## src/rtl/vip_frame_timing_counter.sv

```systemverilog
// Raster position counter: horizontal/vertical sample indices, field tracking for
// interlaced video, colour-plane sample sequencing and line/field/frame strobes.
// Optional active-picture flag is built when VIPCTI_ACTIVE_FLAGS_EN is defined.
module vip_frame_timing_counter #(
  parameter int unsigned H_WIDTH                       = 14,
  parameter int unsigned V_WIDTH                       = 13,
  parameter int unsigned NUMBER_OF_COLOUR_PLANES       = 3,
  parameter int unsigned COLOUR_PLANES_ARE_IN_PARALLEL = 1,
  parameter int unsigned LOG2_NUMBER_OF_COLOUR_PLANES  = 2,
  parameter int unsigned TOTALS_MINUS_ONE              = 0
) (
  input  logic                                    i_clk,
  input  logic                                    i_rst,
  input  logic                                    i_sclr,
  input  logic                                    i_enable,
  input  logic                                    i_interlaced,
  input  logic [H_WIDTH-1:0]                      i_h_total,
  input  logic [V_WIDTH-1:0]                      i_v_total_f0,
  input  logic [V_WIDTH-1:0]                      i_v_total_f1,
  input  logic [H_WIDTH-1:0]                      i_h_reset,
  input  logic [V_WIDTH-1:0]                      i_v_reset,
  input  logic                                    i_f_reset,
`ifdef VIPCTI_ACTIVE_FLAGS_EN
  input  logic [H_WIDTH-1:0]                      i_h_active_start,
  input  logic [H_WIDTH-1:0]                      i_h_active_end,
  input  logic [V_WIDTH-1:0]                      i_v_active_start,
  input  logic [V_WIDTH-1:0]                      i_v_active_end,
  output logic                                    o_active_picture,
`endif
  output logic [H_WIDTH-1:0]                      o_h_count,
  output logic [V_WIDTH-1:0]                      o_v_count,
  output logic                                    o_field,
  output logic [LOG2_NUMBER_OF_COLOUR_PLANES-1:0] o_sample_ticks,
  output logic                                    o_start_of_sample,
  output logic                                    o_new_line,
  output logic                                    o_new_field,
  output logic                                    o_new_frame
);

  // Clocks per sample: sequential planes take one clock each.
  localparam int unsigned P = (COLOUR_PLANES_ARE_IN_PARALLEL != 0) ? 1 : NUMBER_OF_COLOUR_PLANES;
  localparam logic [LOG2_NUMBER_OF_COLOUR_PLANES-1:0] TickLast =
      LOG2_NUMBER_OF_COLOUR_PLANES'(P - 1);

  logic [H_WIDTH-1:0]                      r_h_count;
  logic [V_WIDTH-1:0]                      r_v_count;
  logic                                    r_field;
  logic [LOG2_NUMBER_OF_COLOUR_PLANES-1:0] r_sample_ticks;

  logic [H_WIDTH-1:0] w_h_last;
  logic [V_WIDTH-1:0] w_v_total;
  logic [V_WIDTH-1:0] w_v_last;
  logic               w_tick_wrap;
  logic               w_count_sample;
  logic               w_new_line;
  logic               w_new_field;
  logic               w_new_frame;

  // Last index of line/field; a zero total wraps to all-ones and counts the full range.
  always_comb begin
    w_v_total = r_field ? i_v_total_f1 : i_v_total_f0;
    if (TOTALS_MINUS_ONE != 0) begin
      w_h_last = i_h_total;
      w_v_last = w_v_total;
    end else begin
      w_h_last = i_h_total - H_WIDTH'(1);
      w_v_last = w_v_total - V_WIDTH'(1);
    end
  end

  // Boundary strobes; rst is folded into count_sample so every strobe is low under reset.
  always_comb begin
    w_tick_wrap    = (r_sample_ticks == TickLast);
    w_count_sample = i_enable && !i_rst && w_tick_wrap;
    w_new_line     = w_count_sample && (r_h_count >= w_h_last);
    w_new_field    = w_new_line && (r_v_count >= w_v_last);
    w_new_frame    = w_new_field && (!i_interlaced || r_field);
  end

  // Counter state: rst, then sclr, then line/field wrap, then plain sample advance.
  always_ff @(posedge i_clk) begin
    if (i_rst) begin
      r_h_count      <= '0;
      r_v_count      <= '0;
      r_field        <= 1'b0;
      r_sample_ticks <= '0;
    end else if (i_sclr) begin
      r_h_count      <= i_h_reset;
      r_v_count      <= i_v_reset;
      r_field        <= i_f_reset & i_interlaced;
      r_sample_ticks <= '0;
    end else begin
      if (i_enable) begin
        r_sample_ticks <= w_tick_wrap ? '0 : r_sample_ticks + LOG2_NUMBER_OF_COLOUR_PLANES'(1);
      end
      if (w_new_line) begin
        r_h_count <= '0;
        if (w_new_field) begin
          r_v_count <= '0;
          // Dropping interlaced while in field 1 lands back on field 0 here.
          r_field   <= i_interlaced ? ~r_field : 1'b0;
        end else begin
          r_v_count <= r_v_count + V_WIDTH'(1);
        end
      end else if (w_count_sample) begin
        r_h_count <= r_h_count + H_WIDTH'(1);
      end
    end
  end

`ifdef VIPCTI_ACTIVE_FLAGS_EN
  // Active window is half-open on both axes, decoded straight from the registered counts.
  always_comb begin
    o_active_picture = !i_rst &&
                       (r_h_count >= i_h_active_start) && (r_h_count < i_h_active_end) &&
                       (r_v_count >= i_v_active_start) && (r_v_count < i_v_active_end);
  end
`endif

  // Output drive.
  always_comb begin
    o_h_count         = r_h_count;
    o_v_count         = r_v_count;
    o_field           = r_field;
    o_sample_ticks    = r_sample_ticks;
    o_start_of_sample = (r_sample_ticks == '0);
    o_new_line        = w_new_line;
    o_new_field       = w_new_field;
    o_new_frame       = w_new_frame;
  end

endmodule

```

## config.mk

```make
export PLATFORM = sky130hd
export DESIGN_NAME = vip_frame_timing_counter
export DESIGN_NICKNAME = d
export VERILOG_FILES = /design/src/rtl/vip_frame_timing_counter.sv
export SDC_FILE = /design/constraint.sdc
export NUM_CORES = 1
export LEC_CHECK = 0
export ABC_AREA = 1
export CAP_MARGIN = 20
export CORE_MARGIN = 1
export CORE_UTILIZATION = 48
export CTS_BUF_LIST = sky130_fd_sc_hd__clkbuf_16
export CTS_CLUSTER_DIAMETER = 200
export DETAILED_ROUTE_END_ITERATION = 10
export PLACE_DENSITY = 0.82
export REMOVE_ABC_BUFFERS = 1
export SLEW_MARGIN = 10
export SYNTH_ARGS = -nofsm -noshare
export SYNTH_HDL_FRONTEND = slang
export SYNTH_SLANG_ARGS = --single-unit
```

## constraint.sdc

```tcl
create_clock -name i_clk -period 2.9 [get_ports i_clk]
set_input_delay 0.29 -clock i_clk [delete_from_list [all_inputs] [get_ports i_clk]]
set_output_delay 0.29 -clock i_clk [all_outputs]
set_load 0.03 [all_outputs]
```

After elaboration in Yosys (flattened, before gate mapping)
Index checks and enable logic that the tools add are counted.
{"block": "classes", "n_bitwise": 2, "n_addsub": 5, "n_div": 0, "magnitude_cmp": 2, "shift": 0, "n_reduce_logical": 14, "mux": 12, "mul": 0, "n_eq_ne": 0}
{"cell": "2-to-1 mux 13 bit", "count": 4}
{"cell": "2-to-1 mux 14 bit", "count": 3}
{"cell": "adder 14 x 1 -> 14 bit (second input constant)", "count": 1}
{"cell": ">= comparator 14 bit", "count": 1}
{"cell": "subtractor 14 x 1 -> 14 bit (second input constant)", "count": 1}
{"cell": "adder 13 x 1 -> 13 bit (second input constant)", "count": 1}
{"cell": ">= comparator 13 bit", "count": 1}
{"cell": "subtractor 13 x 1 -> 13 bit (second input constant)", "count": 1}
{"cell": "logical AND 1 bit", "count": 5}
{"cell": "2-to-1 mux 1 bit", "count": 4}
{"cell": "nonzero test 2 bit", "count": 2}
{"cell": "nonzero test 3 bit", "count": 1}
{"cell": "adder 2 x 1 -> 2 bit (second input constant)", "count": 1}
{"cell": "zero test 1 bit", "count": 2}
{"cell": "zero test 2 bit", "count": 1}
{"cell": "2-to-1 mux 2 bit", "count": 1}
{"cell": "AND reduction 2 bit", "count": 1}
{"cell": "OR reduction 2 bit", "count": 1}
{"cell": "bitwise AND 1 bit", "count": 1}
{"cell": "logical OR 1 bit", "count": 1}
{"cell": "inverter 1 bit", "count": 1}
{"block": "totals", "mem_bits_rw": 0, "mem_bits_ro": 0, "n_memories": 0, "latch_bits": 0, "out_inout_bits": 34, "elab_cells": 39, "register_bits": 30}

Longest topological paths before layout
{"block": "logic_depth", "ltp_word": 8, "depth_mapped": 22, "depth_no_buf": 21}

Least setup slack after synthesis
OpenSTA, ideal clock, no wires.
{"block": "synth_timing", "path_type": "flip-flop to output port", "start": "register r_field, in the netlist o_field", "end": "output o_new_frame", "slack_ns": -0.444, "t_arrival_ns": 3.054, "stages_incl_launch_ff": 17, "path_cell_list": "dfxtp_1 -> buf_6 -> clkbuf_8 -> mux2i_1 -> nand2_1 -> nor3_1 -> nand4_1 -> xor2_1 -> ha_1 -> nand2_1 -> nor2_1 -> inv_1 -> nor2_1 -> nand2_1 -> nand3_1 -> nand3_1 -> a21oi_1"}
{"block": "synth_between", "elab_chain_cells": 5}
{"element": "start: declaration", "line": "47", "source": "logic r_field;"}
{"element": "start signal: assignment", "line": "90", "source": "r_field <= i_f_reset & i_interlaced;"}
{"element": "start signal: assignment", "line": "101", "source": "r_field <= i_interlaced ? ~r_field : 1'b0;"}
{"element": "2-to-1 mux 13 bit", "line": "61", "source": "w_v_total = r_field ? i_v_total_f1 : i_v_total_f0;"}
{"element": "subtractor 13 x 1 -> 13 bit", "line": "67", "source": "w_v_last = w_v_total - V_WIDTH'(1);"}
{"element": ">= comparator 13 bit", "line": "76", "source": "w_new_field = w_new_line && (r_v_count >= w_v_last);"}
{"element": "logical AND 1 bit", "line": "76"}
{"element": "logical AND 1 bit (*)", "line": "77", "source": "w_new_frame = w_new_field && (!i_interlaced || r_field);"}
{"element": "end: declaration", "line": "37", "source": "output logic o_new_frame"}
Mark *: on every way between the ends. The rest lies on a longest branch, timed or not.

Worst setup path in the final report
{"block": "layout_timing", "start": "input i_v_total_f0[0]", "end": "output o_new_frame"}
{"block": "layout_between", "elab_chain_cells": 5}
{"element": "start: declaration", "line": "18", "source": "input logic [V_WIDTH-1:0] i_v_total_f0,"}
{"element": "2-to-1 mux 13 bit", "line": "61"}
{"element": "subtractor 13 x 1 -> 13 bit", "line": "67"}
{"element": ">= comparator 13 bit", "line": "76"}
{"element": "logical AND 1 bit", "line": "76"}
{"element": "logical AND 1 bit", "line": "77"}
Every way passes these cells.

==> results by stage <==
Placement:
- The half-perimeter wire length of the detailed placement result is 7.81 mm.
- The cell total after placement is 779.
- The cell area after placement is 4880 µm².
- The placer's final routability congestion estimate is 0.923.
- The count of buffers added on input and output ports is 106.

Setup path:
- Data arrives at the worst endpoint at 2.98 ns.
- The type of the worst setup path is in -> out.
- For the worst setup path, the data required time is 2.61 ns.
- The most critical setup path has its startpoint at i_v_total_f0[0].
- The worst setup path is captured at an output pin.
- The launch point of the worst reg-to-reg path is o_field.
- The worst-path maximum fanout is 3.
- The startpoint type of the worst setup path is an input pin.

Timing:
- The final clock skew is 0.00355 ns.
- Based on the critical path, the design can be clocked at up to 305 MHz.
- The number of failing hold endpoints at the final stage is 0.
- Setup repair after global routing could not meet its margin everywhere.
- Across all setup checks in the final design, the least slack found is -0.374 ns.
- The worst path uses 113% of the clock period.
- For the pin with the worst max-slew slack, the measured transition is 0.529 ns.
- The worst path in the final design needs a cycle of 3.27 ns, including I/O delays and setup.
- The final count of pins violating max slew came to 0.
- In this run the tightest slew margin relative to its limit is 64.7%.
- The setup violation total in the final timing report is 20.

Die:
- The initial standard-cell utilization of the core is 49.9%.
- The die covers 7450 µm².
- In this run the vertical extent of the chip is 86.3 µm.
- The floorplan row count is 30.
- The top-level port count is 107.
- The x dimension of the die is 86.3 µm.
- The total area inside the core boundary comes to 6830 µm².

Clock tree:
- The clock tree buffer depth is 2.
- The CTS root buffer is sky130_fd_sc_hd__clkbuf_16.
- The total clock buffers created by CTS is 5.
- TritonCTS built the clock tree.
- The deepest level of the CTS H-tree is 2.
- Counting every sink on the clock net gives 30.
- The clock insertion delay at the later pin of the skew report is 0.28 ns.
- The clock transition at the registers of the reported paths is 0.05 ns.

Synth:
- In this run the cell area of the synthesized design comes to 3410 µm².
- The synthesized instance count is 548.
- The post-synthesis area per instance is 6.23 µm².
- Summing the areas of all compound-gate instances in the mapped netlist gives 8.07% of the synthesized area.
- The area fraction of the dominant cell type after synthesis is 17.6%.
- The Yosys step of the flow raised 0 warnings.
- Of the synthesized area, sequential elements account for 17.6%.
- The cell taking the most area after synthesis is sky130_fd_sc_hd__dfxtp_1.
- The main combinational cell family by area after synthesis is simple AND/OR/NAND/NOR gates.
- After synthesis, the cell types taking the most area are sky130_fd_sc_hd__dfxtp_1, sky130_fd_sc_hd__nand2_1, sky130_fd_sc_hd__ha_1, sky130_fd_sc_hd__inv_1, sky130_fd_sc_hd__xor2_1.
- The most common flop cell mapped by yosys is sky130_fd_sc_hd__dfxtp_1.
- Of the total synthesized cell area, the portion taken by AND, OR, NAND and NOR gates is 36.6%.
- The synthesized-area fraction occupied by xor and xnor cells is 10.3%.
- Counting flops with a built-in enable in the synthesized netlist gives 0.
- The share of flip-flops with an asynchronous set or reset after synthesis is 0%.
- Synthesis inferred 30 register bits.
- Multiplexer cells account for 2.13% of the synthesized area.
- The synthesized-area fraction occupied by adder cells is 12.1%.
- The number of different library cells used by synthesis comes to 36.

Global routing:
- The number of antenna violations at the first check in global routing came to 0.
- For this run the aggregate overflow at the end of global routing stands at 0.
- The first-pass GRT wire length is 17.6 mm.
- The total global-route track usage is 29.3%.
- Entering global routing, the biggest net connects 47 pins.
- The via count of the first global-routing pass is 3947.

Cells and area:
- The top cell types in the final layout, fill and taps aside, are sky130_fd_sc_hd__nand2_1, sky130_fd_sc_hd__clkdlybuf4s50_1, sky130_fd_sc_hd__inv_1.
- From synthesis to final layout, the design area changed by 62.9%.
- The post-layout instance area is 5560 µm².
- Excluding fillers, the count of instances in the completed layout stands at 811.
- The filler cells instantiated in the layout total 420.
- The final net count is 820.
- The most common cell after layout, fill and taps aside is sky130_fd_sc_hd__nand2_1.
- The antenna diode count is 0.
- In the final layout, the share of cells above drive strength 1 is 22.9%.

Routing:
- The post-route antenna net violation count is 0.
- The total routed wirelength is 13.4 mm.
- Wire segments on met2 add up to 6.39 mm in the final route.
- The average vias per placed instance is 5.67.
- The met1 wire length is 4.89 mm.
- The met3 wire length is 1.29 mm.
- The overall via count from detail_route is 4595.
- The first-pass iteration count of the detailed router is 7.
- The top routing layer in use is met4.
- In the final routed layout, each cell accounts on average for 16.5 µm.
- The number of DRC markers after the initial detailed-route iteration is 506.
- The remaining routing DRC violations is 0.

Run status:
- The run finished, with violations left.
- The final reports fail on negative setup slack.

Job:
- The number of violations of the max-capacitance limit is 0.

Power:
- Summed over all cells, the static leakage comes to 0.00258 µW.
- The maximum resistive drop on vdd is 0.264 mV.
- The total power is 1680 µW.
- The power density over the cells is 303 nW/µm².

Hold path:
- The worst min-delay path class is reg -> reg.
- The startpoint identified for the worst hold timing path is o_sample_ticks[1].
sequential cells by signal, summed over array words and instances (netlist names):
signal	cells
o_field	1
o_sample_ticks	2
o_v_count	13
o_h_count	14
through the flow:
step | util (%) | hold WS [ns] | setup slack, ns | setup TNS (ns)
CTS | 76.2 | 0.523 | -0.365 | -2.13
global placement | 71.5 | 0.485 | -0.392 | -5.75
finish | 81.4 | 0.524 | -0.374 | -2.84
floorplan | - | 0.359 | -0.685 | -5.53
global route | 81.4 | 0.537 | -0.586 | -6.86
detailed placement | 71.5 | 0.512 | -0.516 | -10.61
layer usage:
layer	up-vias	global-route usage, %
li1	2096	-
met1	2104	37.1
met2	304	50.3
met3	91	4.95
met4	0	10.3
met5	-	0
repair_timing:
action	CTS	global route
pin swaps	35	34
setup buffers	17	8
hold buffers	0	0
resized for setup	43	84
setup endpoints to repair	26	31
path summary, 6_finish.rpt:
| check | slack, ns | cells past startpoint | endpoint |
|---|---|---|---|
| max | -0.37 | 19 | o_new_frame |
| min | 0.52 | 2 | o_sample_ticks[1] |
| max reg2reg | -0.29 | 22 | o_v_count[0] |
| min reg2reg | 0.52 | 2 | o_sample_ticks[1] |
worst max-delay path, cell delays in order:
cell and delay (ns):
sky130_fd_sc_hd__clkdlybuf4s50_1 0.40, sky130_fd_sc_hd__or2_1 0.24, sky130_fd_sc_hd__o21ai_2 0.09, sky130_fd_sc_hd__ha_2 0.20
sky130_fd_sc_hd__inv_2 0.06, sky130_fd_sc_hd__nor2_8 0.12, sky130_fd_sc_hd__nand3_4 0.10, sky130_fd_sc_hd__or2_1 0.22
sky130_fd_sc_hd__a21oi_2 0.16, sky130_fd_sc_hd__ha_4 0.16, sky130_fd_sc_hd__nand2_1 0.10, sky130_fd_sc_hd__nor2_4 0.12
sky130_fd_sc_hd__inv_1 0.05, sky130_fd_sc_hd__nor2_1 0.09, sky130_fd_sc_hd__nand2_1 0.07, sky130_fd_sc_hd__nand3_2 0.11
sky130_fd_sc_hd__nand3_4 0.12, sky130_fd_sc_hd__a21oi_2 0.14, sky130_fd_sc_hd__buf_6 0.14
cell usage after synthesis (6+ instances only):
library cell / instances
sky130_fd_sc_hd__a21oi_1: 34
sky130_fd_sc_hd__nor2_1: 40
sky130_fd_sc_hd__nor3_1: 14
sky130_fd_sc_hd__nand3_1: 43
sky130_fd_sc_hd__xor2_1: 30
sky130_fd_sc_hd__nand2_1: 138
sky130_fd_sc_hd__xnor2_1: 10
sky130_fd_sc_hd__o21ai_0: 8
sky130_fd_sc_hd__ha_1: 33
sky130_fd_sc_hd__dfxtp_1: 30
sky130_fd_sc_hd__inv_1: 90
sky130_fd_sc_hd__clkbuf_1: 6
sky130_fd_sc_hd__nand4_1: 27
final cells by class:
class,instances,area (µm²),area share [%]
Sequential cell,30,604,10.9
Multi-Input combinational cell,407,2690,48.4
Inverter,93,357,6.42
Clock inverter,3,12.5,0.225
Tap cell,96,120,2.16
Timing Repair Buffer,177,1650,29.6
Clock buffer,5,125,2.25
power breakdown:
part / internal [µW] / switching [µW]
Combinational: 331 / 365
Clock: 310 / 197
Sequential: 436 / 45.4
kinds of logic after synthesis:
| family | after synthesis |
|---|---|
| compound gates | 51 |
| simple gates | 277 |
| flops | 30 |
| fa+ha+maj | 33 |
| mux | 6 |
| xor+xnor | 40 |
| buf+inv | 111 |
Note: power is estimated with default switching activity, not from simulation.
